<file path="config.mk">
export PLATFORM = sky130hd
export DESIGN_NAME = multicycle_controller
export DESIGN_NICKNAME = d
export VERILOG_FILES = /design/src/rtl/mips_ctrl_pkg.sv /design/src/rtl/multicycle_controller_alu_decoder.sv /design/src/rtl/multicycle_controller.sv
export SDC_FILE = /design/constraint.sdc
export NUM_CORES = 1
export LEC_CHECK = 0
export CORE_MARGIN = 2
export CORE_UTILIZATION = 34
export DETAILED_ROUTE_END_ITERATION = 8
export PLACE_DENSITY = 0.75
export SLEW_MARGIN = 20
export SYNTH_ARGS = -nofsm -noshare
export SYNTH_HDL_FRONTEND = slang
export SYNTH_SLANG_ARGS = --single-unit
</file>
<file path="constraint.sdc">
create_clock -name clk -period 2.1 [get_ports clk]
set_clock_uncertainty 0.15 [all_clocks]
set_input_delay 0.21 -clock clk [delete_from_list [all_inputs] [get_ports clk]]
set_output_delay 0.21 -clock clk [all_outputs]
set_load 0.01 [all_outputs]
</file>
<file path="src/rtl/mips_ctrl_pkg.sv">
// Shared encodings for the multicycle MIPS controller: states, opcodes, funct codes, ALU selects.
// Latency: n/a (types, constants and a pure decode function only).
// Backpressure: n/a.
package mips_ctrl_pkg;

  // Main FSM states; codes 12..15 are unused and recover to FETCH.
  typedef enum logic [3:0] {
    FETCH   = 4'd0,
    DECODE  = 4'd1,
    MEMADR  = 4'd2,
    MEMRD   = 4'd3,
    MEMWB   = 4'd4,
    MEMWR   = 4'd5,
    EXECUTE = 4'd6,
    ALUWB   = 4'd7,
    BRANCH  = 4'd8,
    ADDIEX  = 4'd9,
    ADDIWB  = 4'd10,
    JUMP    = 4'd11
  } statetype;

  // Opcodes (instr[31:26])
  localparam logic [5:0] OP_RTYPE = 6'b000000;
  localparam logic [5:0] OP_LW    = 6'b100011;
  localparam logic [5:0] OP_SW    = 6'b101011;
  localparam logic [5:0] OP_BEQ   = 6'b000100;
  localparam logic [5:0] OP_ADDI  = 6'b001000;
  localparam logic [5:0] OP_J     = 6'b000010;

  // R-type function codes (instr[5:0])
  localparam logic [5:0] FUNCT_ADD = 6'b100000;
  localparam logic [5:0] FUNCT_SUB = 6'b100010;
  localparam logic [5:0] FUNCT_AND = 6'b100100;
  localparam logic [5:0] FUNCT_OR  = 6'b100101;
  localparam logic [5:0] FUNCT_SLT = 6'b101010;

  // ALU operation codes
  localparam logic [2:0] ALU_ADD = 3'b010;
  localparam logic [2:0] ALU_SUB = 3'b110;
  localparam logic [2:0] ALU_AND = 3'b000;
  localparam logic [2:0] ALU_OR  = 3'b001;
  localparam logic [2:0] ALU_SLT = 3'b111;

  // aluop: how the ALU decoder picks the operation
  localparam logic [1:0] ALUOP_ADD   = 2'b00;
  localparam logic [1:0] ALUOP_SUB   = 2'b01;
  localparam logic [1:0] ALUOP_FUNCT = 2'b10;

  // ALU B-input selects
  localparam logic [1:0] SRCB_REG   = 2'b00;
  localparam logic [1:0] SRCB_FOUR  = 2'b01;
  localparam logic [1:0] SRCB_IMM   = 2'b10;
  localparam logic [1:0] SRCB_IMMSH = 2'b11;

  // Next-PC selects
  localparam logic [1:0] PC_ALURES = 2'b00;
  localparam logic [1:0] PC_ALUOUT = 2'b01;
  localparam logic [1:0] PC_JUMP   = 2'b10;

  // Per-state control word (Moore part of the controller).
  typedef struct packed {
    logic       memtoreg;
    logic       regdst;
    logic       iord;
    logic       alusrca;
    logic [1:0] alusrcb;
    logic [1:0] pcsrc;
    logic [1:0] aluop;
    logic       irwrite;
    logic       regwrite;
    logic       memwrite;
    logic       pcwrite;
    logic       branch;
    logic       jump;
  } ctrl_t;

  // Control word for a state; unlisted fields stay at their idle defaults,
  // and unused state codes yield the all-idle word (no strobes).
  function automatic ctrl_t ctrl_decode(statetype s);
    ctrl_t c;
    c         = '0;
    c.alusrcb = SRCB_REG;
    c.pcsrc   = PC_ALURES;
    c.aluop   = ALUOP_ADD;
    case (s)
      FETCH: begin
        c.alusrcb = SRCB_FOUR;
        c.irwrite = 1'b1;
        c.pcwrite = 1'b1;
      end
      DECODE:  c.alusrcb = SRCB_IMMSH;  // branch target precompute
      MEMADR: begin
        c.alusrca = 1'b1;
        c.alusrcb = SRCB_IMM;
      end
      MEMRD:   c.iord = 1'b1;
      MEMWB: begin
        c.memtoreg = 1'b1;
        c.regwrite = 1'b1;
      end
      MEMWR: begin
        c.iord     = 1'b1;
        c.memwrite = 1'b1;
      end
      EXECUTE: begin
        c.alusrca = 1'b1;
        c.aluop   = ALUOP_FUNCT;
      end
      ALUWB: begin
        c.regdst   = 1'b1;
        c.regwrite = 1'b1;
      end
      BRANCH: begin
        c.alusrca = 1'b1;
        c.aluop   = ALUOP_SUB;
        c.pcsrc   = PC_ALUOUT;
        c.branch  = 1'b1;
      end
      ADDIEX: begin
        c.alusrca = 1'b1;
        c.alusrcb = SRCB_IMM;
      end
      ADDIWB:  c.regwrite = 1'b1;
      JUMP: begin
        c.pcsrc   = PC_JUMP;
        c.pcwrite = 1'b1;
        c.jump    = 1'b1;
      end
      default: ;
    endcase
    return c;
  endfunction

  function automatic logic op_supported(logic [5:0] op);
    return (op == OP_RTYPE) || (op == OP_LW) || (op == OP_SW) ||
           (op == OP_BEQ) || (op == OP_ADDI) || (op == OP_J);
  endfunction

endpackage

</file>
<file path="src/rtl/multicycle_controller_alu_decoder.sv">
// ALU decoder: maps aluop/funct to the 3-bit ALU operation and flags unknown funct codes.
// Latency: purely combinational.
// Backpressure: none.
// Ports: aluop_i (00 add, 01 sub, 10 by funct), funct_i, alucontrol_o, bad_funct_o.
module alu_decoder
  import mips_ctrl_pkg::*;
(
  input  logic [1:0] aluop_i,
  input  logic [5:0] funct_i,
  output logic [2:0] alucontrol_o,
  output logic       bad_funct_o
);

  always_comb begin
    alucontrol_o = ALU_ADD;
    bad_funct_o  = 1'b0;
    case (aluop_i)
      ALUOP_ADD: alucontrol_o = ALU_ADD;
      ALUOP_SUB: alucontrol_o = ALU_SUB;
      ALUOP_FUNCT: begin
        case (funct_i)
          FUNCT_ADD: alucontrol_o = ALU_ADD;
          FUNCT_SUB: alucontrol_o = ALU_SUB;
          FUNCT_AND: alucontrol_o = ALU_AND;
          FUNCT_OR:  alucontrol_o = ALU_OR;
          FUNCT_SLT: alucontrol_o = ALU_SLT;
          // Unknown funct still completes as an add; the top reports it.
          default:   bad_funct_o  = 1'b1;
        endcase
      end
      default: alucontrol_o = ALU_ADD;
    endcase
  end

endmodule

</file>
<file path="src/rtl/multicycle_controller.sv">
// Multicycle MIPS control unit: Moore sequencing FSM plus ALU decoder, drives all datapath controls.
// Latency: outputs follow the state register; pcen tracks zero and illegal tracks op/funct combinationally.
// Backpressure: none; one state per clock, reset forces FETCH with all write strobes low.
// Ports: clk, reset (sync, active-high), op, funct, zero in; datapath mux selects, alucontrol,
//        irwrite/regwrite/memwrite/pcen strobes, jump and illegal out.
module multicycle_controller
  import mips_ctrl_pkg::*;
(
  input  logic       clk,
  input  logic       reset,
  input  logic [5:0] op,
  input  logic [5:0] funct,
  input  logic       zero,
  output logic       memtoreg,
  output logic       regdst,
  output logic       iord,
  output logic       alusrcA,
  output logic [1:0] alusrcB,
  output logic [1:0] pcsrc,
  output logic [2:0] alucontrol,
  output logic       irwrite,
  output logic       regwrite,
  output logic       memwrite,
  output logic       pcen,
  output logic       jump,
  output logic       illegal
);

  statetype state_q, state_d;
  ctrl_t    ctrl;
  logic     bad_funct;

  always_ff @(posedge clk) begin
    if (reset) state_q <= FETCH;
    else       state_q <= state_d;
  end

  always_comb begin
    state_d = FETCH;
    case (state_q)
      FETCH: state_d = DECODE;
      DECODE: begin
        case (op)
          OP_LW, OP_SW: state_d = MEMADR;
          OP_RTYPE:     state_d = EXECUTE;
          OP_BEQ:       state_d = BRANCH;
          OP_ADDI:      state_d = ADDIEX;
          OP_J:         state_d = JUMP;
          default:      state_d = FETCH;
        endcase
      end
      MEMADR: begin
        if (op == OP_LW)      state_d = MEMRD;
        else if (op == OP_SW) state_d = MEMWR;
        else                  state_d = FETCH;
      end
      MEMRD:   state_d = MEMWB;
      EXECUTE: state_d = ALUWB;
      ADDIEX:  state_d = ADDIWB;
      default: state_d = FETCH;
    endcase
  end

  // While reset is held the outputs look like FETCH but with every strobe
  // killed, so an instruction interrupted mid-flight cannot write anything.
  always_comb begin
    ctrl = ctrl_decode(state_q);
    if (reset) begin
      ctrl          = ctrl_decode(FETCH);
      ctrl.irwrite  = 1'b0;
      ctrl.regwrite = 1'b0;
      ctrl.memwrite = 1'b0;
      ctrl.pcwrite  = 1'b0;
      ctrl.branch   = 1'b0;
    end
  end

  alu_decoder u_alu_decoder (
    .aluop_i      (ctrl.aluop),
    .funct_i      (funct),
    .alucontrol_o (alucontrol),
    .bad_funct_o  (bad_funct)
  );

  assign memtoreg = ctrl.memtoreg;
  assign regdst   = ctrl.regdst;
  assign iord     = ctrl.iord;
  assign alusrcA  = ctrl.alusrca;
  assign alusrcB  = ctrl.alusrcb;
  assign pcsrc    = ctrl.pcsrc;
  assign irwrite  = ctrl.irwrite;
  assign regwrite = ctrl.regwrite;
  assign memwrite = ctrl.memwrite;
  assign jump     = ctrl.jump;
  assign pcen     = ctrl.pcwrite | (ctrl.branch & zero);

  assign illegal = ~reset &
                   (((state_q == DECODE) & ~op_supported(op)) |
                    ((state_q == EXECUTE) & bad_funct));

endmodule

</file>
### After elaboration in Yosys (flattened, before gate mapping)

Cells that the tools add are included.
Widths: inputs -> output; s select.

| word-level totals | value |
|---|---|
| bits in registers | 4 |
| input bits | 15 |
| output and inout bits | 17 |
| logic and storage cells | 68 |

| cells by class | value |
|---|---|
| equality and inequality tests | 23 |
| muxes and demuxes | 22 |
| bitwise operators | 8 |
| reductions and logical operators | 14 |

Operator list:

| kind | count |
|---|---|
| $eq 6x6->1 const B | 7 |
| $pmux 4 s6 | 1 |
| $pmux 4 s5 | 1 |
| $eq 4x3->1 const B | 4 |
| $eq 4x4->1 const B | 4 |
| $mux 16 | 1 |
| $mux 1 | 12 |
| $pmux 3 s4 | 1 |
| $eq 4x2->1 const B | 2 |
| $pmux 2 s2 | 2 |
| $reduce_or 2->1 | 4 |
| $eq 6x2->1 const B | 1 |
| $eq 6x3->1 const B | 1 |
| $eq 6x4->1 const B | 1 |
| $logic_not 6->1 | 1 |
| $mux 3 | 2 |
| $pmux 2 s3 | 1 |
| $pmux 3 s2 | 1 |
| $logic_or 1x1->1 | 5 |
| $reduce_or 5->1 | 1 |
| $and 1x1->1 | 4 |
| $eq 4x1->1 const B | 1 |
| $logic_not 4->1 | 1 |
| $reduce_or 4->1 | 1 |
| other kinds (5) | 7 |

### Longest topological paths before layout

Gate-level depths: netlist of the first run.

| depth | value |
|---|---|
| depth after elaboration | 10 |
| gate-level depth with buffers | 8 |
| mapped depth without buffers | 7 |

### Modules after synthesis

Synthesis of the first run repeated with hierarchy kept, for this count alone.

| unflattened totals | value |
|---|---|
| cells, all modules | 99 |
| area, all modules | 701.9 µm² |

By module, submodules not included:

| module | instances | cells each | area an instance (µm²) | sequential area each (µm²) |
|---|---|---|---|---|
| multicycle_controller | 1 | 79 | 553.0 | 80.1 |
| alu_decoder | 1 | 20 | 148.9 | 0.0 |

### Least setup slack after synthesis of the first run

Ideal clock, no wire load.

| timing path | value |
|---|---|
| kind | reg2out |
| start point | register state_q[1] |
| end point | output alucontrol[0] |
| data arrival time | 1.827 ns |
| required time | 1.740 ns |
| slack | -0.087 ns |
| stages on the path, launching flop included | 7 |
| path buffers | 1 |
| cells stage by stage | dfxtp_1 -> buf_2 -> or3_1 -> nor2_1 -> inv_1 -> ha_1 -> nor3_1 |

| between the ends | value |
|---|---|
| cells in the longest elaborated chain, start to end | 5 |
| elaborated cells between the ends (all ways) | 7 |
| those cells by class | eq/ne (4); mux (3) |

Ends and longest elaborated chain:

| what | line | source |
|---|---|---|
| from (decl) | multicycle_controller.sv:29 | `statetype state_q, state_d;` |
| from (signal assigned) | multicycle_controller.sv:35 | `else state_q <= state_d;` |
| $eq 4x4->1 / $eq 4x3->1 (equally long branches) | mips_ctrl_pkg.sv:85 | `case (s)` |
| $pmux 2 s2 (*) | mips_ctrl_pkg.sv:85 |  |
| $mux 16 (*) | multicycle_controller.sv:68 | `if (reset) begin` |
| $eq 2x2->1 / $eq 2x1->1 (equally long branches) | multicycle_controller_alu_decoder.sv:17 | `case (aluop_i)` |
| $pmux 3 s2 (*) | multicycle_controller_alu_decoder.sv:17 |  |
| to (decl) | multicycle_controller.sv:20 | `output logic [2:0] alucontrol,` |

Every way passes the cells marked *; elsewhere a longest branch is shown, timed or not.

### Worst setup path after layout of the first run

| timing path | value |
|---|---|
| start point | register state_q[3] |
| end point | output illegal |

| between the ends | value |
|---|---|
| cells in the longest elaborated chain, start to end | 8 |
| elaborated cells between the ends (all ways) | 11 |
| those cells by class | eq/ne (4); mux (3); bitwise (4) |

Ends and longest elaborated chain:

| what | line | source |
|---|---|---|
| $eq 4x4->1 / $eq 4x3->1 (equally long branches) | mips_ctrl_pkg.sv:85, multicycle_controller.sv:99 |  |
| $pmux 2 s2 | mips_ctrl_pkg.sv:85 |  |
| $mux 16 | multicycle_controller.sv:68 |  |
| $eq 2x2->1 | multicycle_controller_alu_decoder.sv:17 |  |
| $mux 1 | multicycle_controller_alu_decoder.sv:17 |  |
| $and 1x1->1 | multicycle_controller.sv:99 | `((state_q == EXECUTE) & bad_funct));` |
| $or 1x1->1 (*) | multicycle_controller.sv:98 | `(((state_q == DECODE) & ~op_supported(op)) \|` |
| $and 1x1->1 (*) | multicycle_controller.sv:97 | `assign illegal = ~reset &` |
| to (decl) | multicycle_controller.sv:26 | `output logic illegal` |

Marked as above.

==> results.sh, run 1 <==
export IMPL_ir_drop_mv=0.201
export IMPL_hold_end="state_q[3]"
export IMPL_reg2reg_to="state_q[0]"
export IMPL_grt_first_pass_wirelength_mm=3.34
export IMPL_fin_ws_ns=-0.154
export IMPL_p_int_mw=0.215
export IMPL_die_area_um2=2050
export IMPL_seq_area_um2=83.8
export IMPL_max_slew_worst_pin_slew_ns=0.296
export IMPL_cts_tree="built"
export IMPL_grt_overflow=0
export IMPL_critPathMaxFanout=3
export IMPL_gr_usage_met2=0.483
export IMPL_fin_crit_ns=2.25
export IMPL_coreArea_um2=1560
export IMPL_cts_sinks=4
export IMPL_nets=167
export IMPL_drive_above_1_share=0.412
export IMPL_worstSkewPairLatency_ns=0.24
export IMPL_gr_usage_met1=0.207
export IMPL_crit_type="reg -> out"
export IMPL_drtAntennaViolNets=0
export IMPL_ys_types=31
export IMPL_registers_top_by_ff_count="state_q"
export IMPL_met3_usage=0.0200
export IMPL_wl_per_cell_um=13.3
export IMPL_avgSynthCellArea_um2=6.44
export IMPL_largest_registers="state_q (4)"
export IMPL_ys_warn_count=0
export IMPL_crit_reg2reg_launch="state_q[1]"
export IMPL_cts_buffers=3
export IMPL_cts_root_buf="clkbuf_4"
export IMPL_postPlaceCellArea_um2=1100
export IMPL_drt_iter0_markers=18
export IMPL_ys_seq_area_frac=0.138
export IMPL_seq_power_share=0.263
export IMPL_finalMaxSlewViolations=0
export IMPL_syn_inst=90
export IMPL_maxCapViolCount=0
export IMPL_rows=14
export IMPL_syn_nets=107
export IMPL_grt_usage=0.231
export IMPL_pwr_share_comb=0.411
export IMPL_power_switching_mw=0.0901
export IMPL_hold_depth=2
export IMPL_ys_seq_elements=4
export IMPL_cts_path_max_buffers=2
export IMPL_min_path_type="reg -> reg"
export IMPL_final_util=0.758
export IMPL_slew_headroom=0.801
export IMPL_rsz0062_at_grt="true"
export IMPL_setup_viol=2
export IMPL_wl_mm=2.18
export IMPL_largest_reg_flops=4
export IMPL_finalCritPeriodShare=1.07
export IMPL_area_delta_synth_final_pct=104
export IMPL_netlist_area_um2=579
export IMPL_reg2reg_depth=7
export IMPL_cp_required_ns=1.74
export IMPL_boundaryPins=32
export IMPL_fmax_mhz=444
export IMPL_grt_max_degree=14
export IMPL_dpl_hpwl_mm=1.60
export IMPL_route_detailed_drc=0
export IMPL_gr_max_usage_layer="met2"
export IMPL_die_w_um=45.3
export IMPL_clkPwrFrac=0.325
export IMPL_ctsHtreeMaxLevel=1
export IMPL_vias=878
export IMPL_violations="setup timing"
export IMPL_multiInputGateArea_um2=531
export IMPL_swShare=0.295
export IMPL_fill_cells=127
export IMPL_start_util=0.372
export IMPL_port_buffers=31
export IMPL_chipHeight_um=45.3
export IMPL_routed_via_density=5.35
export IMPL_dr_pass1_iters=4
export IMPL_endpoint_kind="output port"
export IMPL_n_antenna_cell=0
export IMPL_gp_congestion=0.874
export IMPL_grt_pass1_vias=830
export IMPL_status="complete, but fails checks"
export IMPL_path_clk_slew_ns=0.04
export IMPL_stdcell_area_um2=1180
export IMPL_antenna_found_initial=0
export IMPL_start_kind="flip-flop"
export IMPL_crit_arrival_ns=1.89
export IMPL_power_leakage_nw=0.546
export IMPL_hold_start="state_q[2]"
export IMPL_finalHoldViolCount=0
export IMPL_p_per_area_nw_per_um2=258
export IMPL_reg2reg_slack_ns=0.61
[worst max-delay path, cell delays in order, from the launching register on]
cell      delay [ns]
dfxtp_2         0.31
nand2b_4        0.13
or3_4           0.39
inv_4           0.07
ha_4            0.14
o21ai_2         0.06
a311o_1         0.29
a21oi_2         0.12
buf_2           0.13
[cell families (layout without fill, tap and decap cells)]
group                      Yosys count  after routing  synth area share
adders and majority gates            2              2            0.0432
AOI/OAI and AO/OA                   23             23             0.253
buffers and inverters               10             68            0.0712
xor gates and xnor gates             2              2            0.0302
DFF                                  4              4             0.138
and+or+nand+nor                     49             49             0.464
[stage by stage]
| step | std cells | setup WS [ns] | hold slack (ns) | setup TNS [ns] | power (mW) |
|---|---|---|---|---|---|
| 6_report | 164 | -0.154 | 0.452 | -0.197 | 0.305 |
| 5_1_grt | 164 | -0.200 | 0.487 | -0.370 | 0.317 |
| 4_1_cts | 163 | -0.216 | 0.499 | -0.384 | 0.298 |
| 3_5_place_dp | 159 | -0.697 | 0.477 | -3.60 | 0.200 |
| 3_3_place_gp | 159 | -0.637 | 0.467 | -3.12 | 0.197 |
| 2_1_floorplan | 90 | -0.00426 | 0.264 | -0.00426 | 0.126 |
[routing by layer]
layer | share of wire | vias up
li1 | - | 439
met1 | 0.38 | 392
met2 | 0.55 | 39
met3 | 0.047 | 8
met4 | 0.023 | 0
met5 | 0 | -
[cells in the final DEF (no fill, tap or decap), drive strengths merged]
cell type	n
a311o	1
buf	33
or3b	1
a31oi	2
nand2b	7
a211o	1
inv	5
or3	3
o21ai	6
xnor2	2
a21oi	6
dlygate4sd2	7
nand3	4
nand2	4
nor2	16
nor3b	1
ha	2
a211oi	3
nor4	2
dfxtp	4
a41oi	1
clkdlybuf4s50	14
clkbuf	5
o21bai	1
o22a	1
or4	2
nor2b	1
nor3	5
a21o	1
dlymetal6s2s	3
clkinv	1
or2	3
[power by group through the flow]
| stage | registers (mW) | logic, mW | clock network, mW |
|---|---|---|---|
| after CTS | 0.0801 | 0.121 | 0.0966 |
| after detailed placement | 0.0809 | 0.119 | 0 |
| final | 0.0803 | 0.126 | 0.0993 |
| after global routing | 0.0805 | 0.136 | 0.101 |
| after floorplan | 0.0829 | 0.0427 | 0 |
| after global placement | 0.0807 | 0.116 | 0 |
[synthesized netlist by cell type]
master    number  area (um^2)
or2_1          3         18.8
a311o_1        1         10.0
a41oi_1        1         8.76
nand2_1        4         15.0
o21ai_0        4         20.0
nor3_1         5         25.0
inv_1          4         15.0
inv_2          1         3.75
nor2b_1        1         6.26
o21bai_1       1         7.51
nor4_2         2         25.0
or3_1          3         18.8
a21oi_1        6         30.0
nor2_1        16         60.1
nor3b_2        1         12.5
a31oi_1        2         12.5
o21ai_1        2         10.0
xnor2_1        2         17.5
buf_1          1         3.75
or4_1          2         15.0
ha_1           2         25.0
clkinv_1       1         3.75
o22a_1         1         8.76
buf_2          3         15.0
or3b_1         1         8.76
a211oi_1       3         22.5
dfxtp_1        4         80.1
nand2b_1       7         43.8
a211o_1        1         8.76
a21o_1         1         7.51
nand3_1        4         20.0
[what timing repair did]
item,in CTS,in global routing
setup endpoints to repair,16,11
resized for setup,39,20
cloned,0,0
pin swaps,4,8
hold endpoints to repair,0,0
hold buffers,0,0
buffers inserted,1,1
[final cells by class]
class	count	share of cell area
timing repair buffer	59	0.422
sequential	4	0.0709
clock buffer	3	0.0190
inverter	6	0.0222
multi-input combinational	76	0.449
tap	16	0.0169
[worst max path at each step]
stage	start	endpoint	slack, ns	cells past startpoint
floorplan	state_q[1]	alucontrol[0]	-0.004	6
global placement	reset	illegal	-0.64	8
detailed placement	reset	illegal	-0.70	8
CTS	state_q[0]	illegal	-0.22	8
global route	state_q[3]	illegal	-0.20	8
finish	state_q[3]	illegal	-0.15	8
No activity file was read; power rests on OpenSTA's default activity.
==> inputs of run 2 (changes only) <==
--- a/config.mk
+++ b/config.mk
@@ -8,7 +8,7 @@
 export CORE_MARGIN = 2
 export CORE_UTILIZATION = 34
 export DETAILED_ROUTE_END_ITERATION = 8
-export PLACE_DENSITY = 0.75
+export PLACE_DENSITY = 0.76
 export SLEW_MARGIN = 20
 export SYNTH_ARGS = -nofsm -noshare
 export SYNTH_HDL_FRONTEND = slang
==> run 2 against run 1 <==
Effect of this change: the flow still finishes with violations (setup timing); sequential share of layout area increased by 0.22 points; cell count decreased by 1.8%; clock power decreased by 1%; fmax increased by 2.7%; final area decreased by 3.0%; worst setup slack improved by 0.059 ns; critical path depth unchanged; clock-buffer cell count unchanged.
==> results.sh, run 2 (synthesis results as in run 1) <==
export IMPL_dr_pass1_iters=4
export IMPL_crit_type="reg -> out"
export IMPL_die_area_um2=2050
export IMPL_wl_per_cell_um=12.1
export IMPL_cts_tree="built"
export IMPL_route_detailed_drc=0
export IMPL_dpl_hpwl_mm=1.61
export IMPL_grt_first_pass_wirelength_mm=3.15
export IMPL_rsz0062_at_grt="true"
export IMPL_grt_usage=0.208
export IMPL_seq_area_um2=83.8
export IMPL_endpoint_kind="output port"
export IMPL_drive_above_1_share=0.359
export IMPL_fmax_mhz=456
export IMPL_fin_ws_ns=-0.0953
export IMPL_maxCapViolCount=0
export IMPL_slew_headroom=0.812
export IMPL_registers_top_by_ff_count="state_q"
export IMPL_finalMaxSlewViolations=0
export IMPL_cts_root_buf="clkbuf_4"
export IMPL_fin_crit_ns=2.20
export IMPL_cts_sinks=4
export IMPL_tns_ns=-0.267
export IMPL_setup_viol=4
export IMPL_final_cell_mix="buf_4 (22), clkdlybuf4s50_1 (15), nor2_1 (13)"
export IMPL_min_path_type="reg -> reg"
export IMPL_crit_reg2reg_launch="state_q[1]"
export IMPL_gp_congestion=0.871
export IMPL_largest_registers="state_q (4)"
export IMPL_holdWs_ns=0.479
export IMPL_nets=164
export IMPL_multiInputGateArea_um2=523
export IMPL_cp_required_ns=1.74
export IMPL_drtAntennaViolNets=0
export IMPL_slowest_stage="or3_4"
export IMPL_cts_buffers=3
export IMPL_ctsHtreeMaxLevel=1
export IMPL_vias=869
export IMPL_grt_pass1_vias=816
export IMPL_chipHeight_um=45.3
export IMPL_port_buffers=31
export IMPL_fill_cells=128
export IMPL_reg2reg_depth=6
export IMPL_violations="setup timing"
export IMPL_boundaryPins=32
export IMPL_antenna_found_initial=0
export IMPL_rows=14
export IMPL_hold_start="state_q[0]"
export IMPL_reg2reg_to="state_q[0]"
export IMPL_critPathMaxStageDelay_ns=0.38
export IMPL_coreArea_um2=1560
export IMPL_crit_arrival_ns=1.84
export IMPL_area_delta_synth_final_pct=98.1
export IMPL_start_kind="flip-flop"
export IMPL_finalHoldViolCount=0
export IMPL_final_common_cell="buf_4"
export IMPL_die_w_um=45.3
export IMPL_p_per_area_nw_per_um2=256
export IMPL_post_cts_setup_buffers=0
export IMPL_grt_max_degree=14
export IMPL_power_leakage_nw=0.502
export IMPL_routed_via_density=5.40
export IMPL_path_clk_slew_ns=0.04
export IMPL_reg2reg_slack_ns=0.63
export IMPL_cp_cell_sequence="nand2b_4 > or3_4 > inv_2 > ha_4 > o21ai_2 > a311o_1 > a21oi_2 > buf_2"
export IMPL_drt_iter0_markers=18
export IMPL_hold_depth=3
export IMPL_ir_drop_mv=0.272
export IMPL_n_antenna_cell=0
export IMPL_finalCritPeriodShare=1.05
export IMPL_hold_end="state_q[2]"
export IMPL_cts_path_max_buffers=2
export IMPL_total_power_mw=0.294
export IMPL_pre_cts_ws_ns=-0.704
export IMPL_largest_reg_flops=4
export IMPL_status="complete, but fails checks"
export IMPL_critPathMaxFanout=3
export IMPL_grt_overflow=0
export IMPL_wl_mm=1.94
export IMPL_hold_buffers=0
export IMPL_worstSkewPairLatency_ns=0.24
export IMPL_start_util=0.372
export IMPL_max_slew_worst_pin_slew_ns=0.279
==> run 2: cell types whose count changed in the layout (fill, tap and decap cells not counted), moves of 2 or more <==
cell,before,now
dfxtp_2,3,0
dlygate4sd2_1,7,10
buf_4,24,22
clkbuf_2,2,0
dfxtp_1,1,3
dlymetal6s2s_1,3,1
==> run 2: how the worst max path moves through the flow <==
stage / startpoint / end / slack, ns / cells past startpoint
4_1_cts: state_q[0] / illegal / -0.12 / 8
3_3_place_gp: reset / illegal / -0.64 / 8
5_1_grt: state_q[1] / alucontrol[2] / -0.17 / 8
2_1_floorplan: state_q[1] / alucontrol[0] / -0.004 / 6
3_5_place_dp: reset / illegal / -0.70 / 8
6_report: state_q[0] / illegal / -0.1 / 8
==> run 2: layout make-up <==
cell class,instances,area share
tap,16,0.0174
timing repair buffer,56,0.413
multi-input combinational,76,0.456
sequential,4,0.0731
clock buffer,3,0.0196
inverter,6,0.0207
==> run 2: what timing repair did <==
| item | in CTS | in global routing |
|---|---|---|
| gates cloned | 0 | 0 |
| pin swaps | 4 | 2 |
| gates resized for setup | 43 | 6 |
| endpoints found under the setup margin | 15 | 8 |
==> run 2: metrics by stage <==
stage                      util  instances  instance area, um^2
after floorplan               -         90                  593
after global placement    0.701        158                 1090
after detailed placement  0.701        158                 1090
after CTS                 0.730        161                 1140
after global routing      0.736        161                 1150
final                     0.736        161                 1150
==> run 2: layer usage <==
layer / routed length, um / global-route usage / share of wire / vias up
li1: - / - / - / 435
met1: 758 / 0.197 / 0.39 / 401
met2: 1080 / 0.449 / 0.55 / 31
met3: 79 / 0.0120 / 0.041 / 2
met4: 27 / 0.0706 / 0.014 / 0
met5: 0 / 0 / 0 / -
==> run 2: critical path: cells and delay by family, from the launching register on <==
family | cells | cell delay (ns)
and+or+nand+nor | 2 | 0.52
buffers and inverters | 2 | 0.20
DFF | 1 | 0.30
AOI/OAI and AO/OA | 3 | 0.45
adders and majority gates | 1 | 0.13
==> run 2: power breakdown <==
part	leakage (nW)	internal, mW	switching (mW)	total (mW)
clock network	0.0138	0.0641	0.0340	0.0981
registers	0.0334	0.0776	0.00119	0.0788
logic	0.454	0.0669	0.0503	0.117
total	0.502	0.209	0.0855	0.294
==> inputs of run 3 (changes only) <==
--- a/config.mk
+++ b/config.mk
@@ -8,7 +8,8 @@
 export CORE_MARGIN = 2
 export CORE_UTILIZATION = 34
 export DETAILED_ROUTE_END_ITERATION = 8
-export PLACE_DENSITY = 0.76
+export HOLD_SLACK_MARGIN = 0.1
+export PLACE_DENSITY_LB_ADDON = 0.15
 export SLEW_MARGIN = 20
 export SYNTH_ARGS = -nofsm -noshare
 export SYNTH_HDL_FRONTEND = slang
==> run 3 against run 2 <==
Effect of this change: the flow still finishes with violations (setup timing); register-to-register slack worse by 0.03 ns; worst hold slack gained 0.028 ns; total power up 2.9%; core utilization grew 2.5 points; combinational power increased by 8%; final area up 3.4%; fmax fell by 1.1%; critical endpoint unchanged; highest routed layer unchanged.
==> results.sh, run 3 (synthesis results as in run 1) <==
export IMPL_die_area_um2=2050
export IMPL_reg2reg_to="state_q[0]"
export IMPL_fill_cells=113
export IMPL_final_cell_mix="buf_4 (28), clkdlybuf4s50_1 (14), nor2_1 (13)"
export IMPL_seq_area_um2=82.6
export IMPL_antenna_found_initial=0
export IMPL_violations="setup timing"
export IMPL_cts_path_max_buffers=2
export IMPL_setup_viol=4
export IMPL_power_leakage_nw=0.532
export IMPL_critPathMaxFanout=3
export IMPL_cts_sinks=4
export IMPL_cp_required_ns=1.74
export IMPL_cp_buffers_inverters=2
export IMPL_nets=168
export IMPL_dpl_hpwl_mm=1.52
export IMPL_final_common_cell="buf_4"
export IMPL_finalCritPeriodShare=1.06
export IMPL_fmax_mhz=451
export IMPL_die_w_um=45.3
export IMPL_start_util=0.372
export IMPL_crit_start="state_q[3]"
export IMPL_route_detailed_drc=0
export IMPL_cp_cell_sequence="nand2b_4 > or3_4 > inv_2 > ha_4 > o21ai_2 > a311o_1 > a21oi_2 > buf_2"
export IMPL_slowest_stage="or3_4"
export IMPL_largest_reg_flops=4
export IMPL_cts_tree="built"
export IMPL_chipHeight_um=45.3
export IMPL_critPathMaxStageDelay_ns=0.38
export IMPL_multiInputGateArea_um2=547
export IMPL_path_clk_slew_ns=0.04
export IMPL_wl_per_cell_um=11.8
export IMPL_final_util=0.761
export IMPL_grt_max_degree=12
export IMPL_grt_first_pass_wirelength_mm=2.99
export IMPL_min_path_type="reg -> reg"
export IMPL_p_per_area_nw_per_um2=255
export IMPL_ir_drop_mv=0.180
export IMPL_worstSkewPairLatency_ns=0.24
export IMPL_n_antenna_cell=0
export IMPL_crit_reg2reg_launch="state_q[1]"
export IMPL_crit_type="reg -> out"
export IMPL_endpoint_kind="output port"
export IMPL_grt_usage=0.199
export IMPL_maxCapViolCount=0
export IMPL_gp_congestion=0.832
export IMPL_crit_path_end="illegal"
export IMPL_finalMaxSlewViolations=0
export IMPL_drtAntennaViolNets=0
export IMPL_vias=868
export IMPL_max_slew_worst_pin_slew_ns=0.301
export IMPL_slew_headroom=0.798
export IMPL_reg2reg_slack_ns=0.60
export IMPL_routed_via_density=5.26
export IMPL_coreArea_um2=1560
export IMPL_cts_buffers=3
export IMPL_rsz0062_at_grt="true"
export IMPL_registers_top_by_ff_count="state_q"
export IMPL_finalHoldViolCount=0
export IMPL_drive_above_1_share=0.403
export IMPL_wl_mm=1.94
export IMPL_cts_root_buf="clkbuf_4"
export IMPL_dr_pass1_iters=4
export IMPL_ctsHtreeMaxLevel=1
export IMPL_port_buffers=31
export IMPL_total_power_mw=0.303
export IMPL_rows=14
export IMPL_reg2reg_depth=7
export IMPL_start_kind="flip-flop"
export IMPL_status="complete, but fails checks"
export IMPL_drt_iter0_markers=17
export IMPL_grt_pass1_vias=784
export IMPL_fin_ws_ns=-0.119
export IMPL_grt_overflow=0
export IMPL_cp_depth=8
export IMPL_area_delta_synth_final_pct=105
export IMPL_path_delay_family="simple AND/OR/NAND/NOR gates"
export IMPL_largest_registers="state_q (4)"
export IMPL_crit_arrival_ns=1.86
export IMPL_boundaryPins=32
export IMPL_fin_crit_ns=2.22
run 3: changes by cell type in the layout (fill, tap and decap cells not counted), sizes merged:
cell | before | now
buf | 30 | 34
clkbuf | 3 | 5
dlygate4sd2 | 10 | 8
clkdlybuf4s50 | 15 | 14
dlymetal6s2s | 1 | 2
run 3: per-stage QoR:
stage	TNS, ns	std cells	cell area [um^2]	setup WS, ns	hold slack (ns)
2_1_floorplan	-0.00426	90	593	-0.00426	0.264
3_3_place_gp	-3.09	160	1110	-0.643	0.472
3_5_place_dp	-3.40	160	1110	-0.707	0.472
4_1_cts	-0.222	163	1140	-0.111	0.479
5_1_grt	-0.482	165	1190	-0.167	0.542
6_report	-0.197	165	1190	-0.119	0.507
run 3: how the worst min path moves through the flow:
stage                     cells past startpoint         end  slack, ns       start
after floorplan                               3  state_q[1]       0.26       op[3]
after global placement                        3  state_q[2]       0.47  state_q[0]
after detailed placement                      3  state_q[2]       0.47  state_q[0]
after CTS                                     3  state_q[2]       0.48  state_q[0]
after global routing                          3  state_q[3]       0.54  state_q[1]
final                                         3  state_q[3]       0.51  state_q[1]
run 3: final cells by class:
class,instances,area share
Sequential cell,4,0.0696
Multi-Input combinational cell,76,0.461
Timing Repair Buffer,60,0.415
Inverter,6,0.0190
Tap cell,16,0.0169
Clock buffer,3,0.0190
run 3: power breakdown:
group | internal [mW] | switching [mW]
registers | 0.0792 | 0.00153
clock network | 0.0640 | 0.0324
logic | 0.0732 | 0.0524
run 3: repair_timing:
action | 4_1_cts | 5_1_grt
buffers inserted | 0 | 2
endpoints found under the setup margin | 15 | 8
cloned | 0 | 0
pin swaps | 4 | 5
gates resized for setup | 40 | 15
hold buffers | 0 | 0
run 3: worst register-to-register path, delay by kind of cell, from the launching register on:
family	cells	cell delay, ns
AO/OA/AOI/OAI	3	0.45
buffers and inverters	4	0.48
flip-flops	1	0.32
run 3: routing by layer:
| layer | part of all wire | global-route usage | vias to the layer above |
|---|---|---|---|
| li1 | - | - | 441 |
| met2 | 0.53 | 0.371 | 31 |
| met5 | 0 | 0 | - |
| met3 | 0.059 | 0.0400 | 2 |
| met4 | 0.0041 | 0.106 | 0 |
| met1 | 0.41 | 0.205 | 394 |
